### config.mk
export PLATFORM = sky130hd
export DESIGN_NAME = iterative_muldiv_unit
export DESIGN_NICKNAME = d
export VERILOG_FILES = /design/src/rtl/iterative_muldiv_unit.sv
export SDC_FILE = /design/constraint.sdc
export NUM_CORES = 1
export LEC_CHECK = 0
export ABC_AREA = 1
export CAP_MARGIN = 20
export CORE_MARGIN = 1.5
export CORE_UTILIZATION = 61
export CTS_CLUSTER_SIZE = 10
export DETAILED_ROUTE_END_ITERATION = 10
export GPL_TIMING_DRIVEN = 0
export PLACE_DENSITY = 0.84
export SLEW_MARGIN = 10
export SYNTH_ARGS = -nofsm -noshare
export SYNTH_HDL_FRONTEND = slang
export SYNTH_SLANG_ARGS = --single-unit
### constraint.sdc
create_clock -name clk_i -period 3.3 [get_ports clk_i]
set_clock_uncertainty 0.15 [all_clocks]
set_input_delay 0.33 -clock clk_i [delete_from_list [all_inputs] [get_ports clk_i]]
set_output_delay 0.33 -clock clk_i [all_outputs]
set_load 0.01 [all_outputs]
### src/rtl/iterative_muldiv_unit.sv
// iterative_muldiv_unit
//   Radix-2 multi-cycle multiply/divide engine, one product/quotient bit per clock.
//   MUL returns the full 2*WIDTH product; DIV returns quotient and remainder.
//   Signed mode works on magnitudes and applies a sign fix-up at completion.
//
// Ports
//   clk_i, rst_i           clock, asynchronous active-high reset
//   flush_i                synchronous abort (results untouched)
//   start_i                request, accepted when not busy
//   op_i                   0 = MUL, 1 = DIV
//   signed_mode_i          two's-complement operands (ignored when SIGNED_EN=0)
//   operand_a_i/_b_i       multiplicand/dividend, multiplier/divisor
//   busy_o                 high while iterating
//   done_o                 one-cycle completion pulse
//   result_o               MUL: product low half, DIV: quotient
//   result_hi_o            MUL: product high half, DIV: remainder
//   div_by_zero_o          DIV with zero divisor, held with the result
module iterative_muldiv_unit #(
    parameter int WIDTH     = 16,
    parameter int SIGNED_EN = 1
) (
    input  logic             clk_i,
    input  logic             rst_i,
    input  logic             flush_i,
    input  logic             start_i,
    input  logic             op_i,
    input  logic             signed_mode_i,
    input  logic [WIDTH-1:0] operand_a_i,
    input  logic [WIDTH-1:0] operand_b_i,
    output logic             busy_o,
    output logic             done_o,
    output logic [WIDTH-1:0] result_o,
    output logic [WIDTH-1:0] result_hi_o,
    output logic             div_by_zero_o
);
    localparam int CW = $clog2(WIDTH);

    typedef enum logic [1:0] {IDLE, CALC, DONE} state_t;

    // Per-operation control latched at acceptance.
    typedef struct packed {
        logic op;
        logic neg_q;   // MUL: negate product, DIV: negate quotient
        logic neg_r;   // DIV: negate remainder (sign of dividend)
    } ctl_t;

    state_t           state_q;
    ctl_t             ctl_q, ctl_d;
    logic [CW-1:0]    cnt_q;
    logic [WIDTH-1:0] hi_q, lo_q, opnd_q;
    logic             dz_pend_q;
    logic             busy_q, done_q, dbz_q;
    logic [WIDTH-1:0] res_q, res_hi_q;

    // Operand magnitudes at acceptance
    logic             sgn_en, a_neg, b_neg;
    logic [WIDTH-1:0] mag_a, mag_b;

    assign sgn_en = (SIGNED_EN != 0) && signed_mode_i;
    assign a_neg  = sgn_en & operand_a_i[WIDTH-1];
    assign b_neg  = sgn_en & operand_b_i[WIDTH-1];
    assign mag_a  = a_neg ? -operand_a_i : operand_a_i;
    assign mag_b  = b_neg ? -operand_b_i : operand_b_i;

    always_comb begin
        ctl_d       = '0;
        ctl_d.op    = op_i;
        ctl_d.neg_q = a_neg ^ b_neg;
        ctl_d.neg_r = a_neg;
    end

    // One iteration step.
    // MUL: hi_q:lo_q is the 2*WIDTH accumulator, lo_q starts as the multiplier and
    //      is shifted out LSB first while the product shifts in from the top.
    // DIV: hi_q holds the restored partial remainder (always < divisor), lo_q starts
    //      as the dividend and is shifted out MSB first while quotient bits shift in.
    logic [WIDTH:0]     mul_sum;
    logic [WIDTH-1:0]   mul_hi_d, mul_lo_d;
    logic [WIDTH:0]     div_shift, div_trial;
    logic               qbit;
    logic [WIDTH-1:0]   div_hi_d, div_lo_d;
    logic [2*WIDTH-1:0] prod_fix;
    logic [WIDTH-1:0]   quot_fix, rem_fix;
    logic               unused_trial_msb;

    always_comb begin
        mul_sum   = {1'b0, hi_q} + ({1'b0, opnd_q} & {(WIDTH+1){lo_q[0]}});
        mul_hi_d  = mul_sum[WIDTH:1];
        mul_lo_d  = {mul_sum[0], lo_q[WIDTH-1:1]};

        div_shift = {hi_q, lo_q[WIDTH-1]};
        div_trial = div_shift - {1'b0, opnd_q};
        qbit      = (div_shift >= {1'b0, opnd_q});
        div_hi_d  = qbit ? div_trial[WIDTH-1:0] : div_shift[WIDTH-1:0];
        div_lo_d  = {lo_q[WIDTH-2:0], qbit};

        prod_fix  = ctl_q.neg_q ? -{mul_hi_d, mul_lo_d} : {mul_hi_d, mul_lo_d};
        quot_fix  = ctl_q.neg_q ? -div_lo_d : div_lo_d;
        rem_fix   = ctl_q.neg_r ? -div_hi_d : div_hi_d;
    end

    // Trial difference MSB is never needed: when kept, the difference is < divisor.
    assign unused_trial_msb = div_trial[WIDTH];

    always_ff @(posedge clk_i or posedge rst_i) begin
        if (rst_i) begin
            state_q   <= IDLE;
            ctl_q     <= '0;
            cnt_q     <= '0;
            hi_q      <= '0;
            lo_q      <= '0;
            opnd_q    <= '0;
            dz_pend_q <= 1'b0;
            busy_q    <= 1'b0;
            done_q    <= 1'b0;
            dbz_q     <= 1'b0;
            res_q     <= '0;
            res_hi_q  <= '0;
        end else if (flush_i) begin
            state_q   <= IDLE;
            cnt_q     <= '0;
            dz_pend_q <= 1'b0;
            busy_q    <= 1'b0;
            done_q    <= 1'b0;
        end else begin
            case (state_q)
                CALC: begin
                    cnt_q <= cnt_q + CW'(1);
                    if (ctl_q.op) begin
                        hi_q <= div_hi_d;
                        lo_q <= div_lo_d;
                    end else begin
                        hi_q <= mul_hi_d;
                        lo_q <= mul_lo_d;
                    end
                    if (cnt_q == CW'(WIDTH-1)) begin
                        state_q <= DONE;
                        busy_q  <= 1'b0;
                        done_q  <= 1'b1;
                        dbz_q   <= 1'b0;
                        if (ctl_q.op) begin
                            res_q    <= quot_fix;
                            res_hi_q <= rem_fix;
                        end else begin
                            res_q    <= prod_fix[WIDTH-1:0];
                            res_hi_q <= prod_fix[2*WIDTH-1:WIDTH];
                        end
                    end
                end
                default: begin  // IDLE, DONE
                    state_q <= IDLE;
                    done_q  <= 1'b0;
                    if (dz_pend_q) begin
                        // Divide by zero completes one edge after acceptance without
                        // entering CALC; the raw dividend was parked in lo_q.
                        dz_pend_q <= 1'b0;
                        state_q   <= DONE;
                        done_q    <= 1'b1;
                        dbz_q     <= 1'b1;
                        res_q     <= '1;
                        res_hi_q  <= lo_q;
                    end else if (start_i) begin
                        ctl_q <= ctl_d;
                        cnt_q <= '0;
                        if (op_i && (operand_b_i == '0)) begin
                            dz_pend_q <= 1'b1;
                            lo_q      <= operand_a_i;
                        end else begin
                            state_q <= CALC;
                            busy_q  <= 1'b1;
                            hi_q    <= '0;
                            opnd_q  <= op_i ? mag_b : mag_a;
                            lo_q    <= op_i ? mag_a : mag_b;
                        end
                    end
                end
            endcase
        end
    end

    assign busy_o        = busy_q;
    assign done_o        = done_q;
    assign result_o      = res_q;
    assign result_hi_o   = res_hi_q;
    assign div_by_zero_o = dbz_q;

endmodule

==> results.json <==
{
  "layout.nets": 1731,
  "drv_slew": 0,
  "cp.required_ns": 3.44,
  "finalPower_mw": 8.184,
  "syn_avg_cell_area_um2": 6.135,
  "seqCellArea_um2": 2312,
  "path_class": "reg -> reg",
  "min_period_ns": 3.233,
  "place_hpwl_um": 27550,
  "grt_max_degree": 61,
  "io_buffers": 72,
  "cts_buffers": 9,
  "clock-sinks": 92,
  "fin_crit_sh_pct": 97.96,
  "fin_setup_tns_ns": 0,
  "dr.pass1.iters": 8,
  "vias_per_cell": 6.136,
  "drive_above_1_share_pct": 12.67,
  "antenna_found_initial": 0,
  "hold_path.class": "in -> async",
  "hold_viol_final": 0,
  "grt_pass1_wl_um": 54430,
  "p_leak_nw": 5.535,
  "status": "complete, no violations",
  "die_area_um2": 16400,
  "start_util_pct": 62.53,
  "tightest_slew_ns": 0.8237,
  "track_usage_pct": 43.16,
  "cp.arrival_ns": 3.37,
  "cts-root-buf": "clkbuf_16",
  "cts_tree": "built",
  "gr-total-overflow": 0,
  "rows": 45,
  "power.density_nw_per_um2": 715.8,
  "synth_edf_count": 0,
  "ys.flop_type": "dfrtp_1",
  "synth_cell_types": 52,
  "cts_buffer_depth": 2,
  "gp_congestion": 1.044,
  "core_um2": 15260,
  "n_antenna_cell": 0,
  "hold_buffers": 0,
  "path_cells": "nor2_2, clkinv_1, nor2_2, nand2_1, inv_1, nor2_1, inv_1, buf_2, o211ai_1, nand2_1",
  "cp_top_family": "simple AND/OR/NAND/NOR gates",
  "multi_input_area_um2": 6539,
  "drt_wl_total_um": 36070,
  "max_slew_margin_pct": 44.72,
  "netlist_instances": 1555,
  "fp.dieW_um": 128.1,
  "syn_area_um2": 9540,
  "placed_cell_area_um2": 10560,
  "ys_seq_elements": 92,
  "yosysSeqAreaShare_pct": 24.13,
  "crit_buf_inv": 4,
  "die_h_um": 128.1,
  "critPathMaxFanout": 10,
  "cp-end-kind": "flip-flop",
  "drc_errors": 0,
  "slowest_delay_ns": 0.44,
  "grt_pass1_vias": 10540,
  "setup_viol": 0,
  "final_antenna_net_count": 0,
  "rsz0062_at_grt": "true",
  "vias": 11470,
  "max_freq_ghz": 0.3094,
  "drt_iter0_drc": 1482,
  "final_area_um2": 11430,
  "ios": 73,
  "fillCellCount": 1260,
  "post_drt_wl_per_cell_um": 19.30,
  "htreeDepth": 3,
  "irDropWorstVdd_uv": 465.3,
  "ys_async_sr_fraction_pct": 100.0,
  "cp_slowest_cell": "nor2_2",
  "cp-start-kind": "flip-flop",
  "maxCapViolCount": 0,
  "syn-num-nets": 1633,
  "area_growth_pct": 19.84,
  "ys_warn_count": 0,
  "clk_pin_slew_ns": 0.08,
  "clock_latency_ns": 0.36
}
[state kept, by name, indices dropped and copies added (netlist names), 2 cells and up]
signal       count
state_q          2
ctl_q            3
lo_q            16
cnt_q            4
hi_q            16
opnd_q          16
result_o        16
result_hi_o     16
[logic make-up after synthesis]
group           Yosys count  share of synthesized area, %
buf+inv                 287                         11.91
fa+ha+maj                40                         5.403
flops                    92                         24.13
simple gates            792                         36.84
xor+xnor                 38                         3.567
compound gates          306                         18.15
[worst paths after layout]
path / from / endpoint / slack, ns / cells after the start
worst max-delay path: state_q[1] / result_hi_o[1] / 0.07 / 10
min in group clk_i: result_hi_o[15] / result_hi_o[15] / 0.33 / 2
worst min register to register: result_hi_o[15] / result_hi_o[15] / 0.33 / 2
worst min-delay path: rst_i / result_o[6] / 0.17 / 2
max in group asynchronous: rst_i / hi_q[6] / 2.15 / 3
worst max register to register: state_q[1] / result_hi_o[1] / 0.07 / 10
[per-stage QoR]
stage	hold slack [ns]	instances	util [%]	worst slack, ns
after floorplan	0.3292	1555	-	0.3051
after global placement	0.3146	1838	68.98	-0.8164
after detailed placement	0.3149	1839	69.18	-0.6256
after CTS	0.1897	1858	71.79	0.005874
after global routing	0.2229	1869	74.93	-0.02869
final	0.1673	1869	74.93	0.06742
[power breakdown]
part / internal (mW) / switching (mW)
logic: 1.83 / 3.60
registers: 1.32 / 0.318
clock network: 0.606 / 0.503
[cells in the final DEF (no fill, tap or decap), drive strengths merged, types with 5 or more instances in the layout]
cell             n
ha              38
clkinv           6
o21ai          126
o32ai            6
buf             36
dfrtp           92
or2              6
nand2          440
xor2            33
nand3          113
xnor2            5
a21oi           85
a31oi           31
inv            230
nand4           19
o22ai           25
clkdlybuf4s50   72
o211ai          21
nor3            13
nor2           191
nand3b           5
clkbuf          44
[Yosys cell counts (6+ instances only)]
cell type / count / area share [%]
nand3_2: 14 / 1.5
inv_1: 216 / 8.5
nand2_1: 407 / 16
o21ai_0: 114 / 6.0
o22ai_1: 25 / 1.6
nor2_2: 8 / 0.52
inv_2: 9 / 0.35
buf_1: 6 / 0.24
nand2_2: 23 / 1.5
o32ai_1: 6 / 0.55
o21ai_1: 9 / 0.47
a21oi_1: 84 / 4.4
ha_1: 38 / 5.0
nand3_1: 98 / 5.1
nand4_1: 19 / 1.2
nor3_1: 11 / 0.58
nand2_4: 10 / 1.2
xor2_1: 33 / 3.0
dfrtp_1: 92 / 24
clkbuf_1: 35 / 1.4
o211ai_1: 21 / 1.7
nor2_1: 178 / 7.0
a31oi_1: 31 / 2.0
buf_2: 9 / 0.47
[per-layer routing]
layer	vias up	global-route usage, %	part of all wire (%)
met1	5202	54.82	38
met3	192	10.98	12
li1	5269	-	-
met4	0	22.80	6.2
met2	806	67.81	44
met5	-	0	0
[what timing repair did]
action | 4_1_cts | 5_1_grt
endpoints found under the setup margin | 20 | 28
pin swaps | 2 | 11
resized for setup | 15 | 81
setup buffers | 4 | 11
[worst reg2reg max path, delay by kind of cell (launching register included)]
kind                   cells  cell delay (ns)
flip-flops                 1             0.42
AO/OA/AOI/OAI              1             0.22
AND/OR/NAND/NOR            5             1.37
buffers and inverters      4             0.99
[cell type report]
type                    count  area share (%)
repair buffers             88           7.529
well taps                 211           2.309
clock inverters             7          0.7989
multi-input cells        1176           57.19
clock buffers               9           1.970
inverters                 231           7.715
plain buffers              55           2.265
flip-flops and latches     92           20.22
(Power assumes the default switching activity.)
